<file path="config.mk">
export PLATFORM = sky130hd
export DESIGN_NAME = serial_adder_ctrl
export DESIGN_NICKNAME = d
export VERILOG_FILES = /design/src/rtl/serial_adder_ctrl.sv
export SDC_FILE = /design/constraint.sdc
export NUM_CORES = 1
export LEC_CHECK = 0
export ABC_AREA = 1
export CAP_MARGIN = 30
export CORE_ASPECT_RATIO = 1.5
export CORE_MARGIN = 2
export CORE_UTILIZATION = 40
export DETAILED_ROUTE_END_ITERATION = 16
export GPL_TIMING_DRIVEN = 1
export PLACE_DENSITY = 0.62
export RECOVER_POWER = 100
export SLEW_MARGIN = 5
export SYNTH_ARGS = -nofsm -noshare
export SYNTH_HDL_FRONTEND = slang
export SYNTH_SLANG_ARGS = --single-unit
</file>
<file path="constraint.sdc">
create_clock -name clk_i -period 1.6 [get_ports clk_i]
set_input_delay 0.16 -clock clk_i [delete_from_list [all_inputs] [get_ports clk_i]]
set_output_delay 0.16 -clock clk_i [all_outputs]
set_load 0.1 [all_outputs]
</file>
<file path="src/rtl/serial_adder_ctrl.sv">
// rtl/serial_adder_ctrl.sv - bit-serial adder sequencer driving an external full_adder cell
//
// Purpose:
//   Accepts a pair of WIDTH-bit operands plus carry-in over a valid/ready
//   handshake, then feeds them LSB first through one external 1-bit full
//   adder, one bit per clock. The running carry lives in a flop between bits.
//   When all WIDTH bits are done the result is presented on sum_o/cout_o
//   until the downstream accepts it.
//
// Ports:
//   clk_i        rising-edge clock
//   rst_i        synchronous active-high reset
//   in_valid_i   operand beat valid
//   in_ready_o   controller can accept an operand beat (IDLE only)
//   a_i, b_i     WIDTH-bit operands
//   cin_i        carry into bit 0
//   out_valid_o  result valid (DONE only)
//   out_ready_i  downstream accepts result
//   sum_o        low WIDTH bits of a+b+cin, held until the next result
//   cout_o       carry out of bit WIDTH-1
//   fa_a_o       full_adder A input (0 outside RUN)
//   fa_b_o       full_adder B input (0 outside RUN)
//   fa_c_o       full_adder carry input (0 outside RUN)
//   fa_f_i       full_adder output: [0]=sum bit, [1]=carry out

module serial_adder_ctrl #(
  parameter int WIDTH = 8
) (
  input  logic             clk_i,
  input  logic             rst_i,
  input  logic             in_valid_i,
  output logic             in_ready_o,
  input  logic [WIDTH-1:0] a_i,
  input  logic [WIDTH-1:0] b_i,
  input  logic             cin_i,
  output logic             out_valid_o,
  input  logic             out_ready_i,
  output logic [WIDTH-1:0] sum_o,
  output logic             cout_o,
  output logic             fa_a_o,
  output logic             fa_b_o,
  output logic             fa_c_o,
  input  logic [1:0]       fa_f_i
);

  localparam int CW = $clog2(WIDTH);
  localparam logic [CW-1:0] CNT_LAST = CW'(WIDTH - 1);

  typedef enum logic [1:0] {
    S_IDLE = 2'd0,
    S_RUN  = 2'd1,
    S_DONE = 2'd2
  } state_t;

  state_t           state_q;
  logic [WIDTH-1:0] a_sh_q;
  logic [WIDTH-1:0] b_sh_q;
  logic [WIDTH-1:0] sum_sh_q;
  logic [WIDTH-1:0] sum_sh_d;
  logic [WIDTH-1:0] sum_q;
  logic             carry_q;
  logic             cout_q;
  logic [CW-1:0]    cnt_q;
  logic             in_ready_q;
  logic             out_valid_q;
  logic             run;

  // New sum bits enter at the MSB so that after WIDTH shifts bit 0 of the
  // operands ends up at bit 0 of the result.
  assign sum_sh_d = {fa_f_i[0], sum_sh_q[WIDTH-1:1]};

  always_ff @(posedge clk_i) begin
    if (rst_i) begin
      state_q     <= S_IDLE;
      a_sh_q      <= '0;
      b_sh_q      <= '0;
      sum_sh_q    <= '0;
      sum_q       <= '0;
      carry_q     <= 1'b0;
      cout_q      <= 1'b0;
      cnt_q       <= '0;
      in_ready_q  <= 1'b1;
      out_valid_q <= 1'b0;
    end else begin
      case (state_q)
        S_IDLE: begin
          if (in_valid_i) begin
            a_sh_q     <= a_i;
            b_sh_q     <= b_i;
            carry_q    <= cin_i;
            cnt_q      <= '0;
            state_q    <= S_RUN;
            in_ready_q <= 1'b0;
          end
        end
        S_RUN: begin
          a_sh_q   <= {1'b0, a_sh_q[WIDTH-1:1]};
          b_sh_q   <= {1'b0, b_sh_q[WIDTH-1:1]};
          sum_sh_q <= sum_sh_d;
          carry_q  <= fa_f_i[1];
          if (cnt_q == CNT_LAST) begin
            // Final bit: publish the completed result directly so sum_o only
            // changes at the RUN->DONE boundary and stays put otherwise.
            sum_q       <= sum_sh_d;
            cout_q      <= fa_f_i[1];
            state_q     <= S_DONE;
            out_valid_q <= 1'b1;
          end else begin
            cnt_q <= cnt_q + 1'b1;
          end
        end
        S_DONE: begin
          if (out_ready_i) begin
            state_q     <= S_IDLE;
            out_valid_q <= 1'b0;
            in_ready_q  <= 1'b1;
          end
        end
        default: begin
          state_q     <= S_IDLE;
          in_ready_q  <= 1'b1;
          out_valid_q <= 1'b0;
        end
      endcase
    end
  end

  assign run         = (state_q == S_RUN);
  assign fa_a_o      = run & a_sh_q[0];
  assign fa_b_o      = run & b_sh_q[0];
  assign fa_c_o      = run & carry_q;
  assign in_ready_o  = in_ready_q;
  assign out_valid_o = out_valid_q;
  assign sum_o       = sum_q;
  assign cout_o      = cout_q;

endmodule

</file>
# Word level (Yosys, flattened, before mapping)
# Cells that the tools add are included.
totals:
  regBits: 41
  input_bits: 23
  out_inout_bits: 14
  word_cells: 50
classes:
  addsub: 1
  eq_ne: 7
  mux: 19
  n_bitwise: 5
  n_reduce_logical: 8
op_table:
  columns: ["cell", "n"]
  rows:
  - ["$pmux W8 S2", 2]
  - ["$mux W8", 2]
  - ["$reduce_and A3 Y1", 4]
  - ["$mux W2", 3]
  - ["$mux W3", 2]
  - ["$ne A2 B2 Y1 const B", 3]
  - ["$pmux W1 S3", 2]
  - ["$pmux W2 S3", 1]
  - ["$pmux W3 S2", 1]
  - ["$mux W1", 5]
  - ["$reduce_and A2 Y1", 2]
  - ["$add A3 B1 Y3 const B", 1]
  - ["$and A1 B1 Y1", 3]
  - ["$eq A3 B3 Y1 const B", 1]
  - ["$eq A2 B1 Y1 const B", 1]
  - ["$eq A2 B2 Y1 const B", 1]
  - ["$logic_not A2 Y1", 1]
  - ["$ne A2 B1 Y1 const B", 1]
  - ["$not A1 Y1", 2]
  - ["$pmux W1 S2", 1]
  - ["$reduce_bool A2 Y1", 1]

# Logic depth before layout (Yosys ltp)
# Gate-level depths: netlist of run 1.
depth:
  ltp_word: 3
  ltp_mapped: 7
  mapped_depth_nobuf: 6

# Worst setup path after synthesis of run 1
# No wires, ideal clock.
synth_timing:
  path_kind: "register to output"
  startpoint: "register state_q[1]"
  endpoint: "output fa_a_o"
  arrival_ns: 2.018
  required_ns: 1.440
  path_slack_ns: -0.578
  stages_incl_launch_ff: 6
  path_buffers: 2
  cell_sequence: "dfxtp_1 inv_2 nand2_4 buf_6 buf_8 nor2_1"
synth_via:
  elab_chain_cells: 2
synth_rtl:
  columns: ["element", "line_no", "rtl"]
  rows:
  - ["start, declared", "55", "state_t state_q;"]
  - ["start signal, assigned", "74", "state_q <= S_IDLE;"]
  - ["start signal, assigned", "92", "state_q <= S_RUN;"]
  - ["start signal, assigned", "106", "state_q <= S_DONE;"]
  - ["$eq A2 B1 Y1", "128", "assign run = (state_q == S_RUN);"]
  - ["$and A1 B1 Y1", "129", "assign fa_a_o = run & a_sh_q[0];"]
  - ["end, declared", "40", "output logic fa_a_o,"]
# Every way passes these cells.

# Final worst setup path of run 1
# Ends and elaborated chain as after synthesis.

==> results.cfg, run 1 <==
[timing]
finalCritPeriodShare_pct = 92.3
setup_viol = 0
slew_violations = 0
slew_headroom_pct = 63.7
finalCriticalPeriod_ns = 1.48
hold_violations = 0
fmaxAchievable_mhz = 677
fin_setup_tns_ns = 0
fin_skew_ns = 0.00747
tightest_slew_ns = 0.547
grt_setup_unrepaired = no

[cts]
cts_sinks = 40
cts_tree = yes
cts_resized = 0
clk_pin_slew_ns = 0.07
cts_buffers = 5
worstSkewPairLatency_ns = 0.30
post-cts-setup-buffer-count = 0
cts_buffer_depth = 2
ctsHoldBuffers = 0
h-tree-depth = 2
cts_root_buf = clkbuf_8

[setup_path]
slowest_delay_ns = 0.35
cp_top_family = buffers and inverters
cp-start-kind = register
crit_chain = inv_2 -> nand2_4 -> nor2_2 -> buf_6
endpoint_kind = primary output
r2r_cells = 6
timing.rr.start = cnt_q[0]
crit_cells = 4
critPathSlowestCell = dfxtp_1
timing_worst_setup_path_type = reg -> out
startpoint = state_q[1]
required_ns = 1.44
worstPathArrival_ns = 1.32
worst-path-buf-inv = 2
endpoint = fa_a_o
path_max_fanout = 20
r2r-end = sum_o[4]
r2r_slack_ns = 0.17

[detailed_routing]
ant_nets = 0
drc = 0
drt_iter0_markers = 72
wl_per_cell_um = 10.6
first_pass_iters = 4
drt_wl_total_mm = 3.67
vias = 1638
avgViaCountPerCell = 4.75

[logic_synthesis]
syn_avg_cell_area_um2 = 6.86
yosysTopAreaCell = dfxtp_1
synth-async-reset-ratio_pct = 0
seq_area_frac_synth_pct = 45.1
ys.flop_type = dfxtp_1
yosysWarnings = 0
synth_top_cells_by_count = nand2_1, dfxtp_1, nor2_1
synth.ff_latch_count = 40
synthTopCellsByArea = dfxtp_1, nand2_1, nor2_1
yosysMostFrequentCell = nand2_1
synth.net_count = 284
syn_area_um2 = 1780
synthCells = 259
synth_top_area_share_pct = 45.1
synth_edf_count = 0
yosysUniqueCellTypes = 19

[global_routing]
grt_max_degree = 27
grt_usage_pct = 16.5
first_global_vias = 1527
gr-total-overflow = 0
grt_pass1_wl_mm = 6.42
antenna_found_initial = 0

[die]
initial_utilization_pct = 41.9
fp.dieH_um = 85.6
die_w_um = 58.4
dieArea_um2 = 5000
core_area_um2 = 4250
fp-row-count = 29
ioPinCount = 37

[power_and_ir_drop]
pwr_density_cell_nw_per_um2 = 1010
ir_worst_vdd_mv = 0.694
p_leak_nw = 0.987

[layout]
nets = 323
drive_gt1_share_pct = 12.0
diodes = 0
area_growth_syn_to_layout_pct = 26.9
utilization_pct = 53.1
fill_cells = 430

[min_path]
min_path_type = in -> reg
min_path_cells = 3

[run]
drv_cap = 0

[placed_design]
dp_hpwl_mm = 2.57
place_congestion = 0.758
port_buffers = 36

[status]
outcome = complete, no violations
-- cells by family after synthesis --
| family | count (synthesis) | share of synthesized area (%) |
|---|---|---|
| adders and majority gates | 2 | 1.41 |
| AOI/OAI and AO/OA | 37 | 11.1 |
| and+or+nand+nor | 141 | 31.6 |
| DFF | 40 | 45.1 |
| buffers and inverters | 39 | 10.8 |
-- worst min path at each step --
stage               slack [ns]           to        start
floorplan                 0.23    a_sh_q[7]        rst_i
global placement          0.45  sum_sh_q[1]  sum_sh_q[1]
detailed placement        0.46    b_sh_q[7]    b_sh_q[7]
CTS                       0.43    b_sh_q[7]       b_i[7]
global route              0.43    b_sh_q[7]       b_i[7]
finish                    0.43    b_sh_q[7]       b_i[7]
-- power breakdown --
part           internal [mW]  switching, mW  total, mW
sequential              1.04         0.0165       1.06
clock                  0.550          0.355      0.905
combinational          0.135          0.191      0.326
total                   1.73          0.562       2.29
-- placed cells by master, fill, tap and decap left out --
cell type / n
a21oi_1: 23
buf_12: 2
buf_4: 6
buf_6: 2
bufinv_16: 1
clkbuf_1: 2
clkbuf_2: 12
clkbuf_8: 7
clkdlybuf4s50_1: 22
clkinv_1: 2
dfxtp_1: 40
ha_1: 2
inv_1: 22
inv_2: 1
nand2_1: 86
nand2_4: 1
nand3_1: 15
nand3b_1: 1
nor2_1: 35
nor2_2: 3
o21ai_0: 13
o21ai_2: 1
-- per-layer routing --
metal	global-route usage, %	part of all wire, %	vias to the layer above
li1	-	-	876
met1	18.5	44	729
met5	0	0	-
met2	27.9	50	25
met3	4.52	4.3	8
met4	8.67	1.9	0
-- tightest hold or removal path: stages --
cell and delay (ns):
clkdlybuf4s50_1 0.40, nand2_1 0.07, a21oi_1 0.05
-- flip-flops by register name (all words and copies together), names as in the netlist --
signal,cells
a_sh_q,8
b_sh_q,8
carry_q,1
cnt_q,3
cout_o,1
in_ready_o,1
out_valid_o,1
state_q,2
sum_o,8
sum_sh_q,7
-- layout make-up --
cell class / instances / area [µm²] / area share (%)
tap: 46 / 57.6 / 2.55
multi-input combinational: 180 / 781 / 34.6
inverter: 25 / 93.8 / 4.16
clock buffer: 7 / 96.3 / 4.27
clock inverter: 1 / 30.0 / 1.33
timing repair buffer: 46 / 395 / 17.5
sequential: 40 / 801 / 35.5
-- stage by stage --
step                      total power, mW  setup WS [ns]  hold WS (ns)  std cells  cell area (µm²)
after floorplan                      1.31         -0.102         0.229        259             1780
after global placement               1.43          0.166         0.453        337             2330
after detailed placement             1.43          0.163         0.459        337             2330
after CTS                            2.33         0.0878         0.427        345             2460
after global routing                 2.40         0.0319         0.428        345             2250
final                                2.29          0.123         0.427        345             2250
(Power assumes the default switching activity.)
==> run 2: changes to the inputs <==
--- a/config.mk
+++ b/config.mk
@@ -9,10 +9,10 @@
 export CAP_MARGIN = 30
 export CORE_ASPECT_RATIO = 1.5
 export CORE_MARGIN = 2
-export CORE_UTILIZATION = 40
+export CORE_UTILIZATION = 46
 export DETAILED_ROUTE_END_ITERATION = 16
 export GPL_TIMING_DRIVEN = 1
-export PLACE_DENSITY = 0.62
+export PLACE_DENSITY = 0.7
 export RECOVER_POWER = 100
 export SLEW_MARGIN = 5
 export SYNTH_ARGS = -nofsm -noshare
==> run 2 against run 1 <==
Net effect:
- combinational power down 2%
- first-iteration DRC count down 36%
- routed wire length up 4.7%
- critical path depth unchanged
- clock skew about the same
- design area down 0.39%
- highest routed layer unchanged
- final cell count down 1.4%
- core utilization up 7.9 points
==> results.cfg, run 2 (same netlist as run 1, synthesis figures left out) <==
[status]
outcome = complete, no violations

[global_routing]
grt_max_degree = 40
grt_usage_pct = 19.4
grt_pass1_wl_mm = 6.27
gr-total-overflow = 0
first_global_vias = 1516
antenna_found_initial = 0

[power_and_ir_drop]
p_leak_nw = 0.972
ir_worst_vdd_mv = 0.692
pwr_density_cell_nw_per_um2 = 993
finalPower_mw = 2.23

[setup_path]
worstPathArrival_ns = 1.34
path_max_fanout = 20
required_ns = 1.44
timing_worst_setup_path_type = reg -> out
endpoint_kind = primary output
cp-start-kind = register

[cts]
cts_root_buf = clkbuf_8
cts_tree = yes
h-tree-depth = 2
clk_pin_slew_ns = 0.08
cts_buffer_depth = 2
cts_buffers = 5
post-cts-setup-buffer-count = 0
worstSkewPairLatency_ns = 0.30
cts_sinks = 40
ctsHoldBuffers = 0

[layout]
mostFrequentLayoutCells = nand2_1, dfxtp_1, nor2_1
drive_gt1_share_pct = 12.8
nets = 321
fill_cells = 355
area_growth_syn_to_layout_pct = 26.4
regArea_um2 = 802
utilization_pct = 61.0
layout_commonest_cell = nand2_1
final_area_um2 = 2250
stdcell_count = 340
multi_input_area_um2 = 816
diodes = 0

[die]
ioPinCount = 37
die_w_um = 54.7
core_area_um2 = 3680
initial_utilization_pct = 48.3
fp.dieH_um = 80.1
dieArea_um2 = 4390
fp-row-count = 27

[detailed_routing]
drc = 0
avgViaCountPerCell = 4.87
drt_wl_total_mm = 3.85
first_pass_iters = 4
drt_iter0_markers = 46
wl_per_cell_um = 11.3
ant_nets = 0
vias = 1656

[timing]
finalCritPeriodShare_pct = 93.7
tightest_slew_ns = 0.556
finalCriticalPeriod_ns = 1.50
slew_headroom_pct = 63.1
grt_setup_unrepaired = no
hold_violations = 0
slew_violations = 0
setup_viol = 0
fin_setup_tns_ns = 0
fin_skew_ns = 0.00754
finalWorstSetupSlack_ns = 0.101
hold_ws_ns = 0.422
fmaxAchievable_mhz = 667

[placed_design]
dp_hpwl_mm = 2.52
place_congestion = 0.775
placed_cell_area_um2 = 2300
port_buffers = 36
pre_cts_ws_ns = 0.128
place_inst = 331

[min_path]
min_path_type = in -> reg

[run]
drv_cap = 0
==> run 2: path summary, 6_finish.rpt <==
| check | start | endpoint | slack [ns] | cells past startpoint |
|---|---|---|---|---|
| worst max-delay path | state_q[1] | fa_a_o | 0.10 | 4 |
| worst min-delay path | b_i[7] | b_sh_q[7] | 0.42 | 3 |
| worst max register to register | state_q[0] | a_sh_q[4] | 0.17 | 6 |
| worst min register to register | out_valid_o | out_valid_o | 0.45 | 2 |
==> run 2: layer usage <==
layer	vias to the layer above	wire length, µm	global-route usage [%]	share of wire (%)
li1	874	-	-	-
met1	742	1710	21.1	44
met2	36	1910	33.5	50
met3	4	168	5.39	4.4
met4	0	62	8.25	1.6
met5	-	0	0	0
==> run 2: what timing repair did <==
item                                    CTS  global route
hold endpoints to repair                  0             0
resized for setup                         3             2
endpoints found under the setup margin    3             5
cloned                                    0             1
pin swaps                                 0             1
==> run 2: worst max-delay path: stages (launching register included) <==
cell and delay [ns]:
dfxtp_1 0.38, inv_4 0.17, nand2_8 0.13, nor2_2 0.12, buf_6 0.23
==> run 2: report_power, final <==
| part | internal [mW] | total (mW) | switching, mW |
|---|---|---|---|
| sequential | 1.04 | 1.06 | 0.0217 |
| combinational | 0.126 | 0.318 | 0.192 |
| clock | 0.470 | 0.849 | 0.379 |
==> run 2: cell type report <==
| cell class | count | area share (%) |
|---|---|---|
| clock buffers | 5 | 3.06 |
| clock inverters | 3 | 2.12 |
| inverters | 25 | 4.46 |
| multi-input cells | 181 | 36.3 |
| flip-flops and latches | 40 | 35.7 |
| well taps | 43 | 2.40 |
| repair buffers | 43 | 15.9 |
==> variant 1: new RTL, settings of run 2 <==
Make the reset (`rst_i`) asynchronous in one clocked block. Comments in the files are not updated.
--- a/src/rtl/serial_adder_ctrl.sv
+++ b/src/rtl/serial_adder_ctrl.sv
@@ -69,7 +69,7 @@
   // operands ends up at bit 0 of the result.
   assign sum_sh_d = {fa_f_i[0], sum_sh_q[WIDTH-1:1]};
 
-  always_ff @(posedge clk_i) begin
+  always_ff @(posedge clk_i or posedge rst_i) begin
     if (rst_i) begin
       state_q     <= S_IDLE;
       a_sh_q      <= '0;
Behaviour: differs if rst_i is asserted again (counterexample within 4 cycles, from zero or initial values and one cycle with rst_i high); with rst_i held inactive, the same outputs for 10 cycles.
==> variant 1 against run 2 <==
  * Routed wire length shrank 8.1%
  * Largest cell class is now flip-flops and latches
  * Non-clock buffer count did not move
  * Cell count shrank 7.4%
  * Synthesized area is 3.0% higher
  * Critical path type unchanged
  * Cell area up 2.2%
  * Sequential cell count unchanged
  * Clock skew shrank 0.0021 ns
  * Worst setup slack worse by 0.013 ns
Power is left out: the tool's default activity adds up to more than one toggle a clock period on the data nets, which glitch-free logic cannot reach.
==> variant 1: results (changes against run 2) <==
INFO  metric run_status = complete, no violations (unchanged)
INFO  metric layout-drive-gt1-share = 0.130 (was 0.128)
INFO  metric dp_hpwl = 2520 um (about the same)
INFO  metric sequential_cell_area_fraction_in_the_yosys_report = 0.548 (was 0.451)
INFO  metric r2r-end = b_sh_q[2]$_DFFE_PP0P_ (was a_sh_q[4]$_SDFFE_PP0P_)
INFO  metric synth.area.top_cells = sky130_fd_sc_hd__dfrtp_1 (53%), sky130_fd_sc_hd__nand2_1 (23%), sky130_fd_sc_hd__nand3_1 (5.2%), sky130_fd_sc_hd__inv_1 (3.5%), sky130_fd_sc_hd__o21ai_0 (2.2%) (was sky130_fd_sc_hd__dfxtp_1 (45%), sky130_fd_sc_hd__nand2_1 (18%), sky130_fd_sc_hd__nor2_1 (7.8%), sky130_fd_sc_hd__a21oi_1 (6.5%), sky130_fd_sc_hd__inv_1 (4.6%))
INFO  metric worstSetupEndpoint = fa_c_o (was fa_a_o)
INFO  metric finalClockSkew = 0.00541 ns (was 0.00754 ns)
INFO  metric crit_path_start = state_q[0]$_DFFE_PP0P_ (was state_q[1]$_SDFFE_PP0P_)
INFO  metric drt_iter0_drc = 24 (was 46)
INFO  metric detail_route.wl_per_cell = 11.2 um (was 11.3 um)
INFO  metric clock_path_buffers = 2 (unchanged)
INFO  metric place.gp.congestion = 0.797 (was 0.775)
INFO  metric yosys.cell_types.count = 18 (was 19)
INFO  metric layout.nets = 294 (was 321)
INFO  metric track_usage = 0.176 (was 0.194)
INFO  metric worst_r2r_startpoint = state_q[1]$_DFFE_PP0P_ (was state_q[0]$_SDFFE_PP0P_)
INFO  metric grt_max_degree = 41 (was 40)
INFO  metric cts_repair_resized_insts = 1 (was 3)
INFO  metric synth-async-reset-ratio = 1.00 (was 0)
INFO  metric actual_transition_at_the_worst_max_transition_pin = 0.949 ns (was 0.556 ns)
INFO  metric yosys_most_used_dff = sky130_fd_sc_hd__dfrtp_1 (was sky130_fd_sc_hd__dfxtp_1)
INFO  metric grt_first_pass_wirelength = 6310 um (was 6270 um)
INFO  metric crit_fanout = 20 (unchanged)
INFO  metric drt-vias-per-instance = 4.84 (was 4.87)
## variant 1: final cells by class
class	instances	area, um2	area share
clock buffers	5	68.8	0.0300
flip-flops and latches	40	1000	0.437
inverters	20	75.1	0.0327
multi-input cells	159	698	0.304
clock inverters	3	42.5	0.0185
well taps	45	56.3	0.0245
repair buffers	43	352	0.153
## variant 1: logic make-up (layout without fill, tap and decap cells)
logic type      Yosys count  count (layout)  share of synthesized area
simple gates            140             140                      0.310
flops                    40              40                      0.548
buf+inv                  29              71                     0.0752
compound gates           17              17                     0.0540
fa+ha+maj                 2               2                     0.0137
## variant 1: worst max-delay path, stage by stage (launching register included)
cell                      delay (ns)
sky130_fd_sc_hd__dfrtp_1        0.48
sky130_fd_sc_hd__nand2_4        0.19
sky130_fd_sc_hd__nor2_2         0.15
sky130_fd_sc_hd__buf_6          0.24
## variant 1: through the flow
stage	hold slack [ns]	setup slack, ns	cells	util	instance area [um2]
after floorplan	0.270	-0.157	228	-	1840
after global placement	0.464	0.264	307	0.616	2400
after detailed placement	0.466	0.242	307	0.616	2400
after CTS	0.227	0.0784	315	0.646	2510
after global routing	0.438	0.0233	315	0.590	2290
final	0.404	0.0875	315	0.590	2290
## variant 1: metal layers
layer	wire (um)	up-vias	track usage
met5	0	-	0
met4	42	0	0.0512
met3	96	4	0.0334
met2	1820	31	0.333
met1	1580	708	0.200
li1	-	783	-
==> variant 2: new RTL, flow settings as in run 2 <==
Without the edit above. `WIDTH`: 8 -> 16.
--- a/src/rtl/serial_adder_ctrl.sv
+++ b/src/rtl/serial_adder_ctrl.sv
@@ -24,7 +24,7 @@
 //   fa_f_i       full_adder output: [0]=sum bit, [1]=carry out
 
 module serial_adder_ctrl #(
-  parameter int WIDTH = 8
+  parameter int WIDTH = 16
 ) (
   input  logic             clk_i,
   input  logic             rst_i,
Ports: changed (resized a_i, b_i and sum_o); port bits go from 37 to 61. The function was not compared with the original's and may differ.
==> variant 2 against run 2 <==
  * Worst setup slack worse by 0.011 ns
  * Count of clock-buffer cells in the layout is 4 higher
  * Synthesized area is 78% higher
  * Cell area is 77% higher
  * Total power is 95% higher
  * Sequential cell count is 33 higher
  * Critical path type unchanged
  * Largest power group unchanged
  * Routed wire length is 64% higher
  * Via count is 76% higher
==> variant 2: results (changes against run 2) <==
INFO  metric run_status = complete, no violations (unchanged)
INFO  metric r2r-end = sum_o[6]$_SDFFE_PP0P_ (was a_sh_q[4]$_SDFFE_PP0P_)
INFO  metric part_of_the_total_power_dissipated_in_sequential_elements = 0.458 (was 0.476)
INFO  metric hold_path.startpoint = b_i[15] (was b_i[7])
INFO  metric finalCritPeriodShare = 0.944 (was 0.937)
INFO  metric power.net_switching = 1110 uW (was 593 uW)
INFO  metric synth_compound_area_frac = 0.117 (was 0.111)
INFO  metric dp_cells = 590 (was 331)
INFO  metric crit_fanout = 41 (was 20)
INFO  metric synthesized_area_per_cell = 6.75 um2 (was 6.86 um2)
INFO  metric route.vias.total = 2913 (was 1656)
INFO  metric nFillCells = 615 (was 355)
INFO  metric sequential_cell_area_fraction_in_the_yosys_report = 0.463 (was 0.451)
INFO  metric cts.htree.levels = 3 (was 2)
INFO  metric track_usage = 0.181 (was 0.194)
INFO  metric dpl_worst_slack = 0.170 ns (was 0.128 ns)
INFO  metric clk-insertion-delay-late = 0.34 ns (was 0.30 ns)
INFO  metric yosys.area_share.adder = 0.00396 (was 0.0141)
INFO  metric finalClockSkew = 0.0114 ns (was 0.00754 ns)
INFO  metric grt_max_degree = 66 (was 40)
INFO  metric layout-drive-gt1-share = 0.110 (was 0.128)
INFO  metric detail_route.wl_per_cell = 10.4 um (was 11.3 um)
INFO  metric grt_first_pass_wirelength = 11200 um (was 6270 um)
INFO  metric layout.nets = 564 (was 321)
INFO  metric worst_r2r_startpoint = cnt_q[0]$_SDFFE_PP0P_ (was state_q[0]$_SDFFE_PP0P_)
INFO  metric post_route_non_filler_standard_cell_count = 607 (was 340)
INFO  metric yosys-top-cells-count = sky130_fd_sc_hd__nand2_1 (144), sky130_fd_sc_hd__nor2_1 (95), sky130_fd_sc_hd__dfxtp_1 (73) (was sky130_fd_sc_hd__nand2_1 (86), sky130_fd_sc_hd__dfxtp_1 (40), sky130_fd_sc_hd__nor2_1 (37))
INFO  metric cts_buffers = 9 (was 5)
INFO  metric actual_transition_at_the_worst_max_transition_pin = 0.546 ns (was 0.556 ns)
[variant 2: cell types whose count changed in the layout (fill, tap and decap cells not counted), moves of 8 or more]
cell and change:
sky130_fd_sc_hd__clkbuf_2 +9, sky130_fd_sc_hd__nand3_1 -8, sky130_fd_sc_hd__clkdlybuf4s50_1 +16, sky130_fd_sc_hd__dfxtp_1 +32, sky130_fd_sc_hd__o21ai_1 +17, sky130_fd_sc_hd__o21ai_0 +17, sky130_fd_sc_hd__nor2_1 +59, sky130_fd_sc_hd__inv_1 +17
sky130_fd_sc_hd__nand2_1 +58
[variant 2: repair_timing]
item,CTS,global route
cloned,0,0
endpoints found under the setup margin,3,3
gates resized for setup,4,5
setup buffers,1,0
[variant 2: layout make-up]
cell class	count	area (um2)	share of cell area
sequential	73	1470	0.368
clock inverter	7	119	0.0298
timing repair buffer	71	618	0.155
clock buffer	9	124	0.0311
multi-input combinational	328	1410	0.353
tap	78	97.6	0.0245
inverter	41	154	0.0386
[variant 2: stage by stage]
| step | total power [uW] | TNS (ns) | area (um2) |
|---|---|---|---|
| after floorplan | 2460 | -0.450 | 3160 |
| after global placement | 2660 | 0 | 4040 |
| after detailed placement | 2670 | 0 | 4040 |
| after CTS | 4400 | 0 | 4300 |
| after global routing | 4540 | 0 | 3990 |
| final | 4340 | 0 | 3990 |
[variant 2: per-layer routing]
layer  track usage  wire length (um)
met1         0.208              2790
met2         0.321              3140
met3        0.0354               246
met4        0.0755               137
met5             0                 0
[variant 2: critical path, cell delays in order, from the launching register on]
cell,delay [ns]
sky130_fd_sc_hd__dfxtp_2,0.34
sky130_fd_sc_hd__inv_2,0.07
sky130_fd_sc_hd__nand2_4,0.10
sky130_fd_sc_hd__buf_12,0.19
sky130_fd_sc_hd__nor2_4,0.10
sky130_fd_sc_hd__buf_8,0.20
